==> src/rtl/osd_menu_pkg.sv <==
// Shared types and constants for the OSD menu controller.
package osd_menu_pkg;

  typedef enum logic [1:0] {
    HIDDEN = 2'd0,
    NAV    = 2'd1,
    EDIT   = 2'd2
  } menu_state_t;

  localparam int N_BTN = 4;
  localparam int UP    = 0;
  localparam int DOWN  = 1;
  localparam int OK    = 2;
  localparam int MENU  = 3;

  function automatic int idx_w(input int n);
    return (n < 2) ? 1 : $clog2(n);
  endfunction

endpackage

==> src/rtl/osd_btn_debounce.sv <==
// One push-button: 2-flop synchroniser, frame-sampled debounce, press pulse.
module osd_btn_debounce #(
  parameter int DEB_FRAMES = 3
) (
  input  logic clk,
  input  logic rst,
  input  logic newframe,
  input  logic btn,
  output logic press
);

  logic       sync_p0, sync_p1;
  logic       level;
  logic [3:0] cnt;
  logic [3:0] cnt_inc;
  logic       flip;

  assign cnt_inc = cnt + 4'd1;
  assign flip    = (sync_p1 != level) && (cnt_inc == 4'(DEB_FRAMES));

  always_ff @(posedge clk) begin
    if (!rst) begin
      sync_p0 <= 1'b0;
      sync_p1 <= 1'b0;
      level   <= 1'b0;
      cnt     <= 4'd0;
      press   <= 1'b0;
    end else begin
      sync_p0 <= btn;
      sync_p1 <= sync_p0;
      // only an accepted rising level is an event; releases are silent
      press   <= newframe && flip && sync_p1;
      if (newframe) begin
        if (sync_p1 == level) begin
          cnt <= 4'd0;
        end else if (flip) begin
          cnt   <= 4'd0;
          level <= sync_p1;
        end else begin
          cnt <= cnt_inc;
        end
      end
    end
  end

endmodule

==> src/rtl/osd_menu_ctrl.sv <==
// OSD menu sequencer: button navigation, value editing, commit, and
// frame-stable shadow outputs for the renderer.
module osd_menu_ctrl
  import osd_menu_pkg::*;
#(
  parameter int N_ITEMS        = 4,
  parameter int VAL_W          = 8,
  parameter int MAX_VAL        = 255,
  parameter int INIT_VAL       = 128,
  parameter int DEB_FRAMES     = 3,
  parameter int TIMEOUT_FRAMES = 600,
  localparam int IDX_W         = idx_w(N_ITEMS)
) (
  input  logic                       clk,
  input  logic                       rst,
  input  logic                       newframe,
  input  logic                       btn_up,
  input  logic                       btn_down,
  input  logic                       btn_ok,
  input  logic                       btn_menu,
  output logic                       menu_visible,
  output logic [IDX_W-1:0]           sel_item,
  output logic                       edit_mode,
  output logic [VAL_W-1:0]           exit_value,
  output logic [N_ITEMS*VAL_W-1:0]   cfg_values,
  output logic                       cfg_update
);

  localparam int TO_W = (TIMEOUT_FRAMES < 2) ? 1 : $clog2(TIMEOUT_FRAMES + 1);

  function automatic logic [VAL_W-1:0] sat_inc(input logic [VAL_W-1:0] v);
    return (v >= VAL_W'(MAX_VAL)) ? VAL_W'(MAX_VAL) : v + VAL_W'(1);
  endfunction

  function automatic logic [VAL_W-1:0] sat_dec(input logic [VAL_W-1:0] v);
    return (v == '0) ? '0 : v - VAL_W'(1);
  endfunction

  logic [N_BTN-1:0] btn_raw, press;
  menu_state_t      state, state_nxt;
  logic [IDX_W-1:0] sel, sel_nxt;
  logic [VAL_W-1:0] work_val [N_ITEMS];
  logic [VAL_W-1:0] backup, cur_val, val_wdata;
  logic [TO_W-1:0]  idle_cnt;
  logic             ev_menu, ev_ok, ev_up, ev_down, any_ev;
  logic             timeout_hit, to_ev;
  logic             val_wr, bkp_wr, commit;

  assign btn_raw[UP]   = btn_up;
  assign btn_raw[DOWN] = btn_down;
  assign btn_raw[OK]   = btn_ok;
  assign btn_raw[MENU] = btn_menu;

  for (genvar b = 0; b < N_BTN; b++) begin : g_deb
    osd_btn_debounce #(.DEB_FRAMES(DEB_FRAMES)) u_deb (
      .clk      (clk),
      .rst      (rst),
      .newframe (newframe),
      .btn      (btn_raw[b]),
      .press    (press[b])
    );
  end

  // strict priority menu > ok > up > down
  assign ev_menu = press[MENU];
  assign ev_ok   = press[OK]   && !press[MENU];
  assign ev_up   = press[UP]   && !press[MENU] && !press[OK];
  assign ev_down = press[DOWN] && !press[MENU] && !press[OK] && !press[UP];
  assign any_ev  = |press;
  assign cur_val = work_val[sel];

  assign timeout_hit = (TIMEOUT_FRAMES != 0) && newframe && (state != HIDDEN) &&
                       (idle_cnt == TO_W'(TIMEOUT_FRAMES - 1));
  assign to_ev       = timeout_hit && !any_ev;

  always_ff @(posedge clk) begin
    if (!rst) state <= HIDDEN;
    else      state <= state_nxt;
  end

  always_comb begin
    state_nxt = state;
    case (state)
      HIDDEN: if (ev_menu) state_nxt = NAV;
      NAV: begin
        if (ev_menu || to_ev) state_nxt = HIDDEN;
        else if (ev_ok)       state_nxt = EDIT;
      end
      EDIT: begin
        if (ev_ok || ev_menu) state_nxt = NAV;
        else if (to_ev)       state_nxt = HIDDEN;
      end
      default: state_nxt = HIDDEN;
    endcase
  end

  always_comb begin
    sel_nxt   = sel;
    val_wr    = 1'b0;
    val_wdata = cur_val;
    bkp_wr    = 1'b0;
    commit    = 1'b0;
    case (state)
      HIDDEN: if (ev_menu) sel_nxt = '0;
      NAV: begin
        if (ev_ok)        bkp_wr  = 1'b1;
        else if (ev_up)   sel_nxt = (sel == '0) ? IDX_W'(N_ITEMS - 1) : sel - IDX_W'(1);
        else if (ev_down) sel_nxt = (sel == IDX_W'(N_ITEMS - 1)) ? '0 : sel + IDX_W'(1);
      end
      EDIT: begin
        // timeout out of EDIT is a cancel, same as menu
        if (ev_ok) begin
          commit = 1'b1;
        end else if (ev_menu || to_ev) begin
          val_wr    = 1'b1;
          val_wdata = backup;
        end else if (ev_up) begin
          val_wr    = 1'b1;
          val_wdata = sat_inc(cur_val);
        end else if (ev_down) begin
          val_wr    = 1'b1;
          val_wdata = sat_dec(cur_val);
        end
      end
      default: ;
    endcase
  end

  always_ff @(posedge clk) begin
    if (!rst) begin
      sel        <= '0;
      backup     <= VAL_W'(INIT_VAL);
      for (int i = 0; i < N_ITEMS; i++) work_val[i] <= VAL_W'(INIT_VAL);
      cfg_values <= {N_ITEMS{VAL_W'(INIT_VAL)}};
      cfg_update <= 1'b0;
      idle_cnt   <= '0;
    end else begin
      sel        <= sel_nxt;
      if (bkp_wr) backup <= cur_val;
      if (val_wr) work_val[sel] <= val_wdata;
      cfg_update <= commit;
      if (commit) cfg_values[sel*VAL_W +: VAL_W] <= cur_val;
      if ((state == HIDDEN) || any_ev || timeout_hit) idle_cnt <= '0;
      else if (newframe)                               idle_cnt <= idle_cnt + TO_W'(1);
    end
  end

  // shadow stage: renderer-facing state moves only at frame start
  always_ff @(posedge clk) begin
    if (!rst) begin
      menu_visible <= 1'b0;
      sel_item     <= '0;
      edit_mode    <= 1'b0;
      exit_value   <= VAL_W'(INIT_VAL);
    end else if (newframe) begin
      menu_visible <= (state != HIDDEN);
      sel_item     <= sel;
      edit_mode    <= (state == EDIT);
      exit_value   <= cur_val;
    end
  end

endmodule

==> config.mk <==
export PLATFORM = sky130hd
export DESIGN_NAME = osd_menu_ctrl
export DESIGN_NICKNAME = d
export VERILOG_FILES = /design/src/rtl/osd_menu_pkg.sv /design/src/rtl/osd_btn_debounce.sv /design/src/rtl/osd_menu_ctrl.sv
export SDC_FILE = /design/constraint.sdc
export NUM_CORES = 1
export LEC_CHECK = 0
export ABC_AREA = 0
export CAP_MARGIN = 20
export CORE_ASPECT_RATIO = 0.8
export CORE_MARGIN = 2
export CORE_UTILIZATION = 40
export DETAILED_ROUTE_END_ITERATION = 10
export SYNTH_ARGS = -nofsm -noshare
export SYNTH_HDL_FRONTEND = slang
export SYNTH_HIERARCHICAL = 1
export SYNTH_SLANG_ARGS = --single-unit
==> constraint.sdc <==
create_clock -name clk -period 8.5 [get_ports clk]
set_input_delay 1.7 -clock clk [delete_from_list [all_inputs] [get_ports clk]]
set_output_delay 1.7 -clock clk [all_outputs]
set_load 0.005 [all_outputs]
==> summary.md <==
| Metric | Value |
|---|---|
| Status | `completed` |
| Root buffer cell | `clkbuf_16` |
| DRT iter0 DRCs | `403` |
| Width of the die | `144.8 um` |
| Critical path type | `in -> reg` |
| DR pass1 iterations | `5` |
| Top Ports | `52` |
| Synth cell types | `68` |
| Share of layout cells above drive strength 1 | `11.13%` |
| Pwr Density | `189.2 mW/mm2` |
| Vias per std cell | `5.434` |
| Worst Setup EP | `work_val[1][5]$_SDFFCE_PN0P_` |
| Final GP Congestion | `0.8794` |
| Synth cell count leaders | `dfxtp_1 (101), nand2_1 (55), nor2_1 (49)` |
| Number of remaining DRC errors | `0` |
| Async SR Flop Fraction | `0%` |
| Worst Path Max Fanout | `54` |
| Setup crit end kind | `register` |
| Post-place setup slack | `3.936 ns` |
| Nets@finish | `686` |
| Initial Utilization | `40.54%` |
| Peak VDD IR | `133.7 uV` |
| Antenna-violating nets left | `0` |
| Max_cap viols | `0` |
| Max Fclk | `240.2 MHz` |
| Final WL | `15450 um` |
| Synth area leaders | `dfxtp_1 (32%), edfxtp_1 (15%), nor2b_1 (4.2%)` |
| Met1 Resource Use GR | `25.85%` |
| Met2 Use GR | `30.00%` |
| Reg2Reg Depth | `8` |
| R2R Setup Slk | `5.07 ns` |
| TritonCTS clock tree | `built` |
| Post-synth top area share | `31.88%` |
| Largest net degree at the start of global routing | `96` |
| Relative slew margins | `28.18%` |
| CP Data Arrival Time | `4.24 ns` |
| Core region area | `0.01565 mm2` |
| Ys Warns | `6` |
| CTS Hold Bufs | `0` |
| Die Footprint | `0.01689 mm2` |
| First-pass GRT wire length | `24320 um` |
| Clk slew on worst S/H paths | `0.06 ns` |
| Worst Setup Start Kind | `input pin` |
| Total congestion overflow | `0` |
| Setup violators final | `0` |
| Final Hold Fails | `0` |
| Area grow syn2layout | `19.69%` |
| Slew Limit Fails | `0` |
| Worst-Margin Slew | `1.067 ns` |
| Seq/Total Area, Yosys | `47.03%` |
| Period utilization | `48.97%` |
| Total CTS buffers | `17` |
| Mapped Area | `0.006342 mm2` |
| GR Util met3 | `4.551%` |
| Clock skew | `0.01261 ns` |
| CTS H-tree lvls | `4` |
| Setup TNS | `0 ns` |
| Vias | `4831` |
| Total nets after synthesis | `644` |
| GRT busiest layer | `met2` |
| Worst setup margin | `4.337 ns` |
| CTS Sinks | `133` |
| Cell Rows | `41` |
| Vias in the first global route | `4565` |
| Global Route Usage Sum | `19.16%` |
| Synth Instances | `619` |
| Crit. Startpoint | `newframe` |
| Leak pwr | `2.821 nW` |
| ANT cells | `0` |
| Post_cts resized | `0` |
| Top FF cell, synth | `dfxtp_1` |
| CP required | `8.58 ns` |
| RSZ-0062 raised after global routing | `false` |
| Setup bufs post-CTS | `0` |
| Post-synth EDFFs | `32` |
| Synth area leader | `dfxtp_1` |
| Clk_lat worst skew | `0.42 ns` |
| Most numerous cell in the Yosys netlist | `dfxtp_1` |
| HPWL Detailed | `10500 um` |
| Longest Clk Path Bufs | `2` |
| Die Y-Extent | `116.6 um` |
| R2r endpoint | `work_val[1][5]$_SDFFCE_PN0P_` |
| Initial antenna violation count | `0` |
| Flip-flop and latch count after synthesis | `133` |
| Mean post-synth cell area | `10.25 um2` |
| Port bufs | `51` |
| Minimum clock period | `4.163 ns` |
| HP Class | `reg -> reg` |
| Drt wl/cell | `17.38 um` |
## flip-flops by register name, summed over array words and instances, names as in the netlist, 4 cells and up, named ones only
name                 flops
backup                   8
cfg_values              32
exit_value               8
g_deb.u_deb/cnt         16
g_deb.u_deb/level        4
g_deb.u_deb/press        4
g_deb.u_deb/sync_p0      4
g_deb.u_deb/sync_p1      4
idle_cnt                10
work_val                32
## metal layers
| layer | wire length (um) | vias to the layer above |
|---|---|---|
| li1 | - | 2312 |
| met1 | 7556 | 2344 |
| met2 | 6888 | 157 |
| met3 | 731 | 18 |
| met4 | 273 | 0 |
| met5 | 0 | - |
## kinds of logic (layout without fill, tap and decap cells)
logic type	Yosys count	count (layout)	synth area share, %
simple gates	255	255	22.71
xor+xnor	32	32	4.893
compound gates	109	109	13.73
fa+ha+maj	18	18	3.551
flops	133	133	47.03
mux	20	20	4.735
buf+inv	52	107	3.354
## worst min-delay path by stage
stage                                      start                                end  slack (ns)  cells past startpoint
6_report       g_deb[0].u_deb/sync_p0$_SDFF_PN0_  g_deb[0].u_deb/sync_p1$_SDFF_PN0_        0.43                      1
5_1_grt        g_deb[0].u_deb/sync_p0$_SDFF_PN0_  g_deb[0].u_deb/sync_p1$_SDFF_PN0_        0.45                      1
4_1_cts        g_deb[0].u_deb/sync_p0$_SDFF_PN0_  g_deb[0].u_deb/sync_p1$_SDFF_PN0_        0.44                      1
3_5_place_dp   g_deb[0].u_deb/sync_p0$_SDFF_PN0_  g_deb[0].u_deb/sync_p1$_SDFF_PN0_        0.42                      1
3_3_place_gp   g_deb[0].u_deb/sync_p0$_SDFF_PN0_  g_deb[0].u_deb/sync_p1$_SDFF_PN0_        0.42                      1
2_1_floorplan  g_deb[0].u_deb/sync_p0$_SDFF_PN0_  g_deb[0].u_deb/sync_p1$_SDFF_PN0_        0.41                      1
## placed cells by master, fill, tap and decap left out, types with 5 or more instances in the layout
master	count
nor2b_1	43
a21boi_0	7
xnor2_1	13
nand4_1	8
nand3_1	16
mux2i_1	12
and4_1	5
inv_1	21
clkbuf_16	18
o21ai_0	6
and2_1	15
a22oi_1	28
dfxtp_1	101
o21ai_2	5
xor2_1	15
o211a_1	6
mux4_2	8
clkdlybuf4s50_1	49
a31oi_1	5
nand2_1	55
ha_1	18
nor2_1	49
nor3_1	17
a21oi_1	9
edfxtp_1	32
nand2b_1	5
nand3b_1	6
or3_1	9
## stage by stage
step                      hold slack [ns]  instances  cell area (um2)  util, %  total power [mW]
after floorplan                    0.4118        619             6342        -            0.7017
after global placement             0.4198        857             6997    44.72            0.7189
after detailed placement           0.4219        857             6997    44.72            0.7196
after CTS                          0.4356        889             7591    48.52             1.447
after global routing               0.4494        889             7591    48.52             1.485
final                              0.4332        889             7591    48.52             1.436
## worst max-delay path, cell delays in order
cell and delay, ns:
buf_2 0.07, buf_4 0.47, nand3_1 0.24, nor4_2 0.58, a211o_1 0.30, nand4_1 0.37
nand2_1 0.47
## area by class of cell
class	instances	area, um2
clock buffer	20	478.0
clock inverter	12	116.4
fill	1452	8055
inverter	22	82.58
multi-input combinational	434	3147
sequential	133	2983
tap	215	269.0
timing repair buffer	53	515.5
## power by group
| part | internal (mW) | total, mW | switching [mW] |
|---|---|---|---|
| Combinational | 0.0173 | 0.0464 | 0.0291 |
| Clock | 0.439 | 0.731 | 0.292 |
| Sequential | 0.655 | 0.659 | 0.00416 |
No activity file was read; power rests on OpenSTA's default activity.
==> variant, RTL diff (same flow settings) <==
The parameter `TIMEOUT_FRAMES` goes from 600 to 2400.
--- a/src/rtl/osd_menu_ctrl.sv
+++ b/src/rtl/osd_menu_ctrl.sv
@@ -9,5 +9,5 @@
   parameter int INIT_VAL       = 128,
   parameter int DEB_FRAMES     = 3,
-  parameter int TIMEOUT_FRAMES = 600,
+  parameter int TIMEOUT_FRAMES = 2400,
   localparam int IDX_W         = idx_w(N_ITEMS)
 ) (
Behaviour: same outputs for any inputs over 10 cycles, from zero or initial values and one cycle with rst low; that may be too few to reach the edited logic, so the function may still have changed.
==> variant against the original RTL <==
- via count rose by 3.2%
- critical path depth rose by 1
- non-clock buffer count did not move
- setup slack got worse by 0.30 ns
- power fell by 3.9%
- critical endpoint is now work_val[1][7]
- register-to-register slack got worse by 0.22 ns
- final area fell by 0.61%
- highest routed layer unchanged
- sequential cell count rose by 2
- maximum frequency fell by 6.7%
- area after synthesis barely moved
- clock skew barely moved
- final cell count rose by 1.5%
- sequential power rose by 2%
- wire length rose by 0.52%
==> variant: results (changes against the original RTL) <==
INFO  global_route   gr-usage-all-layers=19.1% [-0.044 points]
INFO  worst_setup_path r2r-end=work_val[3][7]
INFO  synth          synth.top_cells.by_count=sky130_fd_sc_hd__dfxtp_1, sky130_fd_sc_hd__nor2_1, sky130_fd_sc_hd__nand2_1
INFO  worst_setup_path rrSetupSlack=4.85ns [-0.22 ns]
INFO  pwr            power.share.switching=22.2% [-0.42 points]
INFO  global_route   grt_pass1_wl=24800um [+1.8%]
INFO  sta            relative_max_transition_margin=38.7% [+11 points]
INFO  cells_and_area nets=699 [+1.9%]
INFO  sta            clock_skew=0.0125ns [-0.0000930 ns]
INFO  synth          synth_fp_nets=658 [+2.2%]
INFO  pwr            internal-power=1.07mW [-3.4%]
INFO  synth          synth.area.top_cells=sky130_fd_sc_hd__dfxtp_1, sky130_fd_sc_hd__edfxtp_1, sky130_fd_sc_hd__nor2_1, sky130_fd_sc_hd__ha_1, sky130_fd_sc_hd__a22oi_1
INFO  sta            fin_hold_ws=0.435ns [+0.00134 ns]
INFO  pwr            vdd.ir_drop.worst=0.127mV [-4.9%]
INFO  die            chipWidth=145um [about the same]
INFO  cells_and_area multi_input_logic_portion_of_the_cell_area=41.1% [-0.38 points]
INFO  worst_setup_path slowest_cp_cell=sky130_fd_sc_hd__or3_1
INFO  worst_hold_path min_to=g_deb[3].u_deb/sync_p1
INFO  detailed_routing viasPerCell=5.53 [+1.7%]
INFO  detailed_routing initialDrtViolationCount=325 [-19%]
INFO  placed_design  place_area=7000um2 [about the same]
INFO  run_status     run_status=complete, no violations
INFO  synth          postSynthAreaPerCell=10.0um2 [-2.2%]
INFO  cells_and_area layout.clock_buffers=21 [+5.0%]
INFO  global_route   number_of_global_route_vias_before_repair=4709 [+3.2%]
## variant: changes by cell type after synthesis, sizes merged, moves of 4 or more
| cell | unedited run | this run |
|---|---|---|
| nor2 | 49 | 95 |
| nor2b | 43 | 2 |
| a21boi | 7 | 0 |
| nand2 | 55 | 48 |
| or3 | 9 | 16 |
| a21oi | 10 | 16 |
| nand4 | 8 | 2 |
| and2 | 16 | 12 |
| and3b | 4 | 0 |
## variant: logic make-up after synthesis
kind of cell	Yosys count	share of synthesized area, %
buf+inv	55	3.49
simple gates	254	20.5
flops	135	47.7
xor+xnor	30	4.62
compound gates	117	14.7
fa+ha+maj	18	3.55
mux	24	5.48
## variant: layer usage
metal / part of all wire (%) / GRT usage (%) / vias up
li1: - / - / 2386
met1: 46 / 25.7 / 2389
met2: 44 / 29.6 / 197
met3: 8.0 / 5.37 / 13
met4: 1.2 / 6.93 / 0
met5: 0 / 0 / -
